### config.mk
export PLATFORM = sky130hd
export DESIGN_NAME = cdb_arbiter_flat
export DESIGN_NICKNAME = d
export VERILOG_FILES = /design/src/rtl/cdb_arbiter_if.sv /design/src/rtl/cdb_arbiter.sv /design/src/flat_wrapper.sv
export SDC_FILE = /design/constraint.sdc
export NUM_CORES = 1
export LEC_CHECK = 0
export BUFFER_PORTS_ARGS = -buffer_cell sky130_fd_sc_hd__buf_4
export CAP_MARGIN = 20
export CORE_AREA = 2 2 273 275
export DETAILED_ROUTE_END_ITERATION = 6
export DIE_AREA = 0 0 275 277
export PLACE_DENSITY = 0.31
export SLEW_MARGIN = 25
export SYNTH_ARGS = -nofsm -noshare
export SYNTH_HDL_FRONTEND = slang
export SYNTH_SLANG_ARGS = --single-unit
### constraint.sdc
create_clock -name clk_i -period 5.4 [get_ports clk_i]
set_clock_uncertainty 0.1 [all_clocks]
set_input_delay 0.27 -clock clk_i [delete_from_list [all_inputs] [get_ports clk_i]]
set_output_delay 0.27 -clock clk_i [all_outputs]
set_load 0.005 [all_outputs]
### src/rtl/cdb_arbiter_if.sv
// rtl/cdb_arbiter_if.sv - EU result requests and CDB broadcast bundle for cdb_arbiter
// Payload layout, MSB first: {rob_idx, res_value, except_raised, except_code}.
interface cdb_arbiter_if #(
    parameter int EU_N      = 8,
    parameter int ROB_IDX_W = 5,
    parameter int XLEN      = 64,
    parameter int EXC_W     = 6
);
    localparam int CDB_W = ROB_IDX_W + XLEN + 1 + EXC_W;

    logic [EU_N-1:0]            eu_valid_i;
    logic [EU_N-1:0]            eu_ready_o;
    logic [EU_N-1:0][CDB_W-1:0] eu_data_i;
    logic                       rob_ready_i;
    logic                       cdb_valid_o;
    logic [CDB_W-1:0]           cdb_data_o;

    // master: execution units plus ROB side; slave: the arbiter itself
    modport master (
        output eu_valid_i,
        output eu_data_i,
        output rob_ready_i,
        input  eu_ready_o,
        input  cdb_valid_o,
        input  cdb_data_o
    );

    modport slave (
        input  eu_valid_i,
        input  eu_data_i,
        input  rob_ready_i,
        output eu_ready_o,
        output cdb_valid_o,
        output cdb_data_o
    );
endinterface

### src/rtl/cdb_arbiter.sv
// rtl/cdb_arbiter.sv - arbitrates EU results onto the single registered Common Data Bus
// LEN5_CDB_RR_ARB_EN selects round-robin search; when undefined, lowest EU index wins.
module cdb_arbiter #(
    parameter int EU_N      = 8,
    parameter int ROB_IDX_W = 5,
    parameter int XLEN      = 64,
    parameter int EXC_W     = 6
) (
    input  logic           clk_i,
    input  logic           rst_ni,
    input  logic           flush_i,
    cdb_arbiter_if.slave   bus
);
    localparam int CDB_W = ROB_IDX_W + XLEN + 1 + EXC_W;
    localparam int PTR_W = (EU_N > 1) ? $clog2(EU_N) : 1;

    logic             cdb_valid_q, cdb_valid_d;
    logic [CDB_W-1:0] cdb_data_q,  cdb_data_d;

    logic             slot_free;
    logic             grant_en;
    logic             grant_any;
    logic             grant_fire;
    logic [PTR_W-1:0] grant_idx;
    logic [EU_N-1:0]  grant_oh;

    // The output register may load whenever it is empty or being drained this cycle.
    assign slot_free  = !cdb_valid_q || bus.rob_ready_i;
    assign grant_en   = rst_ni && !flush_i && slot_free;
    assign grant_fire = grant_en && grant_any;

`ifdef LEN5_CDB_RR_ARB_EN
    logic [PTR_W-1:0] ptr_q, ptr_d;
    logic [PTR_W:0]   cand;

    // Search starts at ptr and wraps; cand is one bit wider so the sum cannot overflow.
    always_comb begin
        grant_any = 1'b0;
        grant_idx = '0;
        cand      = '0;
        for (int k = 0; k < EU_N; k++) begin
            cand = {1'b0, ptr_q} + (PTR_W+1)'(k);
            if (cand >= (PTR_W+1)'(EU_N)) begin
                cand = cand - (PTR_W+1)'(EU_N);
            end
            if (!grant_any && bus.eu_valid_i[cand[PTR_W-1:0]]) begin
                grant_any = 1'b1;
                grant_idx = cand[PTR_W-1:0];
            end
        end
    end

    always_comb begin
        ptr_d = ptr_q;
        if (!flush_i && grant_fire) begin
            ptr_d = (grant_idx == PTR_W'(EU_N - 1)) ? '0 : grant_idx + PTR_W'(1);
        end
    end

    always_ff @(posedge clk_i or negedge rst_ni) begin
        if (!rst_ni) begin
            ptr_q <= '0;
        end else begin
            ptr_q <= ptr_d;
        end
    end
`else
    // Descending scan so the lowest valid index is the last (and final) assignment.
    always_comb begin
        grant_any = 1'b0;
        grant_idx = '0;
        for (int i = EU_N - 1; i >= 0; i--) begin
            if (bus.eu_valid_i[i]) begin
                grant_any = 1'b1;
                grant_idx = PTR_W'(i);
            end
        end
    end
`endif

    always_comb begin
        grant_oh = '0;
        for (int i = 0; i < EU_N; i++) begin
            grant_oh[i] = grant_fire && (grant_idx == PTR_W'(i));
        end
    end

    // Flush beats grant, grant beats drain; a drain and a grant in one cycle just reload.
    always_comb begin
        cdb_valid_d = cdb_valid_q;
        cdb_data_d  = cdb_data_q;
        if (flush_i) begin
            cdb_valid_d = 1'b0;
        end else if (grant_fire) begin
            cdb_valid_d = 1'b1;
            cdb_data_d  = bus.eu_data_i[grant_idx];
        end else if (cdb_valid_q && bus.rob_ready_i) begin
            cdb_valid_d = 1'b0;
        end
    end

    always_ff @(posedge clk_i or negedge rst_ni) begin
        if (!rst_ni) begin
            cdb_valid_q <= 1'b0;
            cdb_data_q  <= '0;
        end else begin
            cdb_valid_q <= cdb_valid_d;
            cdb_data_q  <= cdb_data_d;
        end
    end

    assign bus.eu_ready_o  = grant_oh;
    assign bus.cdb_valid_o = cdb_valid_q;
    assign bus.cdb_data_o  = cdb_data_q;

    grant_onehot_a: assert property (@(posedge clk_i) disable iff (!rst_ni)
        $onehot0(bus.eu_ready_o));

endmodule

### src/flat_wrapper.sv
// flat-port wrapper written by rule: the top's interface ports become plain ports
module cdb_arbiter_flat 
#(
    parameter int EU_N      = 8,
    parameter int ROB_IDX_W = 5,
    parameter int XLEN      = 64,
    parameter int EXC_W     = 6
)
  (clk_i, rst_ni, flush_i, bus_eu_valid_i, bus_eu_data_i, bus_rob_ready_i, bus_eu_ready_o, bus_cdb_valid_o, bus_cdb_data_o);
  cdb_arbiter_if #(.EU_N(EU_N), .ROB_IDX_W(ROB_IDX_W), .XLEN(XLEN), .EXC_W(EXC_W)) bus_i ();
  input  logic clk_i;
  input  logic rst_ni;
  input  logic flush_i;
  input wire logic [$bits(bus_i.eu_valid_i)-1:0] bus_eu_valid_i;
  input wire logic [$bits(bus_i.eu_data_i)-1:0] bus_eu_data_i;
  input wire logic [$bits(bus_i.rob_ready_i)-1:0] bus_rob_ready_i;
  output wire logic [$bits(bus_i.eu_ready_o)-1:0] bus_eu_ready_o;
  output wire logic [$bits(bus_i.cdb_valid_o)-1:0] bus_cdb_valid_o;
  output wire logic [$bits(bus_i.cdb_data_o)-1:0] bus_cdb_data_o;
  assign bus_i.eu_valid_i = bus_eu_valid_i;
  assign bus_i.eu_data_i = bus_eu_data_i;
  assign bus_i.rob_ready_i = bus_rob_ready_i;
  assign bus_eu_ready_o = bus_i.eu_ready_o;
  assign bus_cdb_valid_o = bus_i.cdb_valid_o;
  assign bus_cdb_data_o = bus_i.cdb_data_o;
  cdb_arbiter #(.EU_N(EU_N), .ROB_IDX_W(ROB_IDX_W), .XLEN(XLEN), .EXC_W(EXC_W)) u_core (.clk_i(clk_i), .rst_ni(rst_ni), .flush_i(flush_i), .bus(bus_i));
endmodule
==> results.sh <==
export IMPL_gp_congestion=0.810
export IMPL_vias_per_cell=3.98
export IMPL_cp_cell_sequence="dlygate4sd3_1 -> buf_4 -> and3b_1 -> nor2b_4 -> buf_4 -> and2_1 -> buf_4"
export IMPL_ctsResizeCount=0
export IMPL_whs_path_depth=3
export IMPL_crit_arrival_ps=2800
export IMPL_ir_drop_uv=120
export IMPL_rr_startpoint="u_core.bus.cdb_valid_o$_DFFE_PN0P_"
export IMPL_yosysTopAreaCell="dfrtp_1"
export IMPL_synth_edf_count=0
export IMPL_yosys_top_cells_count="mux2i_1 (152), dfrtp_1 (77), inv_1 (77)"
export IMPL_cts_tree="done"
export IMPL_synthCells=727
export IMPL_drive_gt1_share_pct=56.8
export IMPL_layout_min_cycle_time_ps=3170
export IMPL_yosysSeqAreaShare_pct=27.4
export IMPL_grt_max_degree=77
export IMPL_rsz0062_at_grt="no"
export IMPL_synth_most_common_cell="mux2i_1"
export IMPL_status="finished, violations left"
export IMPL_worstSetupStartpointType="input pin"
export IMPL_synthArstFlopShare_pct=100
export IMPL_track_usage_pct=13.5
export IMPL_rows=100
export IMPL_place_hpwl_mm=40.8
export IMPL_setup_worst_path_end_class="output port"
export IMPL_drc=2
export IMPL_combinationalPowerShare_pct=42.8
export IMPL_crit_path_max_incr_delay_ps=570
export IMPL_nets=1997
export IMPL_htreeDepth=3
export IMPL_ys_warn_count=0
export IMPL_die_w_um=275
export IMPL_grt_pass1_vias=10427
export IMPL_nFillCells=8340
export IMPL_violations="design-rule violations"
export IMPL_clock_sinks=77
export IMPL_hold_violations=0
export IMPL_seq_area_sq_um=1930
export IMPL_hold_class="in -> reg"
export IMPL_grt_pass1_wl_mm=73.7
export IMPL_path_clk_slew_ps=80
export IMPL_cts_root_buf="clkbuf_16"
export IMPL_syn_nets=1347
export IMPL_place_ws_ps=2550
export IMPL_area_growth_pct=94.3
export IMPL_drv_cap=0
export IMPL_synth_ff_type="dfrtp_1"
export IMPL_fin_ws_ps=2230
export IMPL_final_core_util_pct=18.6
export IMPL_cts_buffer_depth=2
export IMPL_crit_top_cell="buf_4"
export IMPL_fin_crit_sh_pct=58.6
export IMPL_ant_nets=0
export IMPL_drtIter0Drc=634
export IMPL_hold_end="u_core.bus.cdb_data_o[51]$_DFFE_PN0P_"
export IMPL_reg2reg_depth=6
export IMPL_tightest_slew_ps=874
export IMPL_portBuffers=704
export IMPL_initial_core_util_pct=9.56
export IMPL_clock_fmax_mhz=316
export IMPL_synth_top_area_share_pct=27.4
export IMPL_avgSynthCellArea_sq_um=9.68
export IMPL_switching_share_pct=34.0
export IMPL_r2r_end="u_core.bus.cdb_data_o[33]$_DFFE_PN0P_"
export IMPL_seqPwrFrac_pct=30.0
export IMPL_fp_dieArea_sq_um=76200
export IMPL_place_inst=2331
export IMPL_ys_ff_latch=77
export IMPL_drtPass1Iterations=7
export IMPL_synth_area_leaders="dfrtp_1 (27%), mux2i_1 (22%), a222oi_1 (11%), o221ai_2 (8.5%), a22oi_1 (8.0%)"
export IMPL_hp_start="bus_eu_data_i[51]"
export IMPL_ys_types=34
export IMPL_cp_top_family="buffers and inverters"
export IMPL_drt_total_wl_mm=54.1
export IMPL_cp_required_ps=5030
export IMPL_io_pins=705
export IMPL_finalSetupViolCount=0
export IMPL_reg2reg_slack_ps=2770
export IMPL_clkPwrFrac_pct=27.2
export IMPL_wl_per_cell_um=23.0
export IMPL_slew_limit_headroom_pct=41.7
export IMPL_syn_area_sq_um=7040
export IMPL_slew_viol_final=0
export IMPL_clk_latency_ps=380
export IMPL_core_sq_um=73600
export IMPL_finalSetupTns_ps=0
export IMPL_fin_cells=2352
export IMPL_cellLeakagePower_uw=0.00642
export IMPL_multiInputGateArea_sq_um=4440
export IMPL_path_max_fanout=23
export IMPL_path_class="in -> out"
export IMPL_grt_overflow=0
export IMPL_antenna_found_initial=6
export IMPL_cpMaxStageDelayCell="nor2b_4"
export IMPL_cts_buffers_inserted=9
export IMPL_die_y_um=277
export IMPL_power_density_nw_per_um2=186
export IMPL_cp_buffers_inverters=4
export IMPL_power_switching_uw=864
export IMPL_via_count=9360
export IMPL_p_int_uw=1680
## cell families after synthesis
family / count (synthesis) / synth area share (%)
multiplexers: 152 / 21.6
flip-flops: 77 / 27.4
AO/OA/AOI/OAI: 307 / 37.5
AND/OR/NAND/NOR: 29 / 2.70
buffers and inverters: 162 / 10.7
## area by class of cell
type                       instances  area share, %
multi-input combinational        488           32.5
clock inverter                     6          0.467
clock buffer                      10           1.68
antenna                            1         0.0183
timing repair buffer             724           40.3
tap                              969           8.87
inverter                          77           2.11
sequential                        77           14.1
## state kept, by name, indices dropped and copies added, names as in the netlist
signal / flops
u_core.bus.cdb_data_o: 76
u_core.bus.cdb_valid_o: 1
## stage by stage
| step | hold slack (ps) | instance area, sq um | total power (uW) |
|---|---|---|---|
| after floorplan | -126 | 7040 | 1150 |
| after global placement | 84.9 | 13300 | 1880 |
| after detailed placement | 84.6 | 13300 | 1880 |
| after CTS | 0.323 | 13700 | 2640 |
| after global routing | 27.6 | 13700 | 2720 |
| final | 46.7 | 13700 | 2550 |
## power groups by stage
| stage | logic, uW | registers (uW) | clock network, uW |
|---|---|---|---|
| after global placement | 1110 | 774 | 0 |
| after detailed placement | 1110 | 773 | 0 |
| final | 1090 | 765 | 692 |
| after CTS | 1110 | 765 | 763 |
| after floorplan | 391 | 760 | 0 |
| after global routing | 1180 | 776 | 761 |
## what timing repair did
action,in CTS,in global routing
buffers inserted,0,0
hold endpoints to repair,13,0
hold buffers,4,0
## worst max-delay path by stage
stage	to	slack, ps	startpoint	cells after the start
2_1_floorplan	u_core.bus.cdb_data_o[0]$_DFFE_PN0P_	3510	u_core.bus.cdb_valid_o$_DFFE_PN0P_	8
6_report	bus_eu_ready_o[4]	2230	rst_ni	7
3_5_place_dp	u_core.bus.cdb_data_o[33]$_DFFE_PN0P_	2550	rst_ni	6
5_1_grt	bus_eu_ready_o[1]	2040	rst_ni	7
4_1_cts	bus_eu_ready_o[4]	2150	rst_ni	7
3_3_place_gp	u_core.bus.cdb_data_o[33]$_DFFE_PN0P_	2550	bus_eu_valid_i[1]	6
## tightest hold or removal path, delay by kind of cell
kind / cells / cell delay (ps)
buffers and inverters: 1 / 80
AO/OA/AOI/OAI: 2 / 150
## routing by layer
layer | vias up | track usage (%) | wire length (um)
met1 | 4511 | 14.8 | 20300
met4 | 6 | 4.89 | 1550
li1 | 4284 | - | -
met2 | 495 | 24.6 | 27900
met3 | 64 | 3.67 | 4340
met5 | - | 0 | 32
## layout by cell type (no fill, tap or decap), types with 5 or more instances in the layout
cell type	count
buf_4	715
mux2i_1	152
inv_1	77
dfrtp_1	77
a22oi_1	75
a222oi_1	75
o21ai_0	69
o221ai_2	40
o221ai_1	35
clkbuf_16	9
o21ai_1	7
nor2_1	5
buf_12	5
Power figures use the tool's default switching activity.
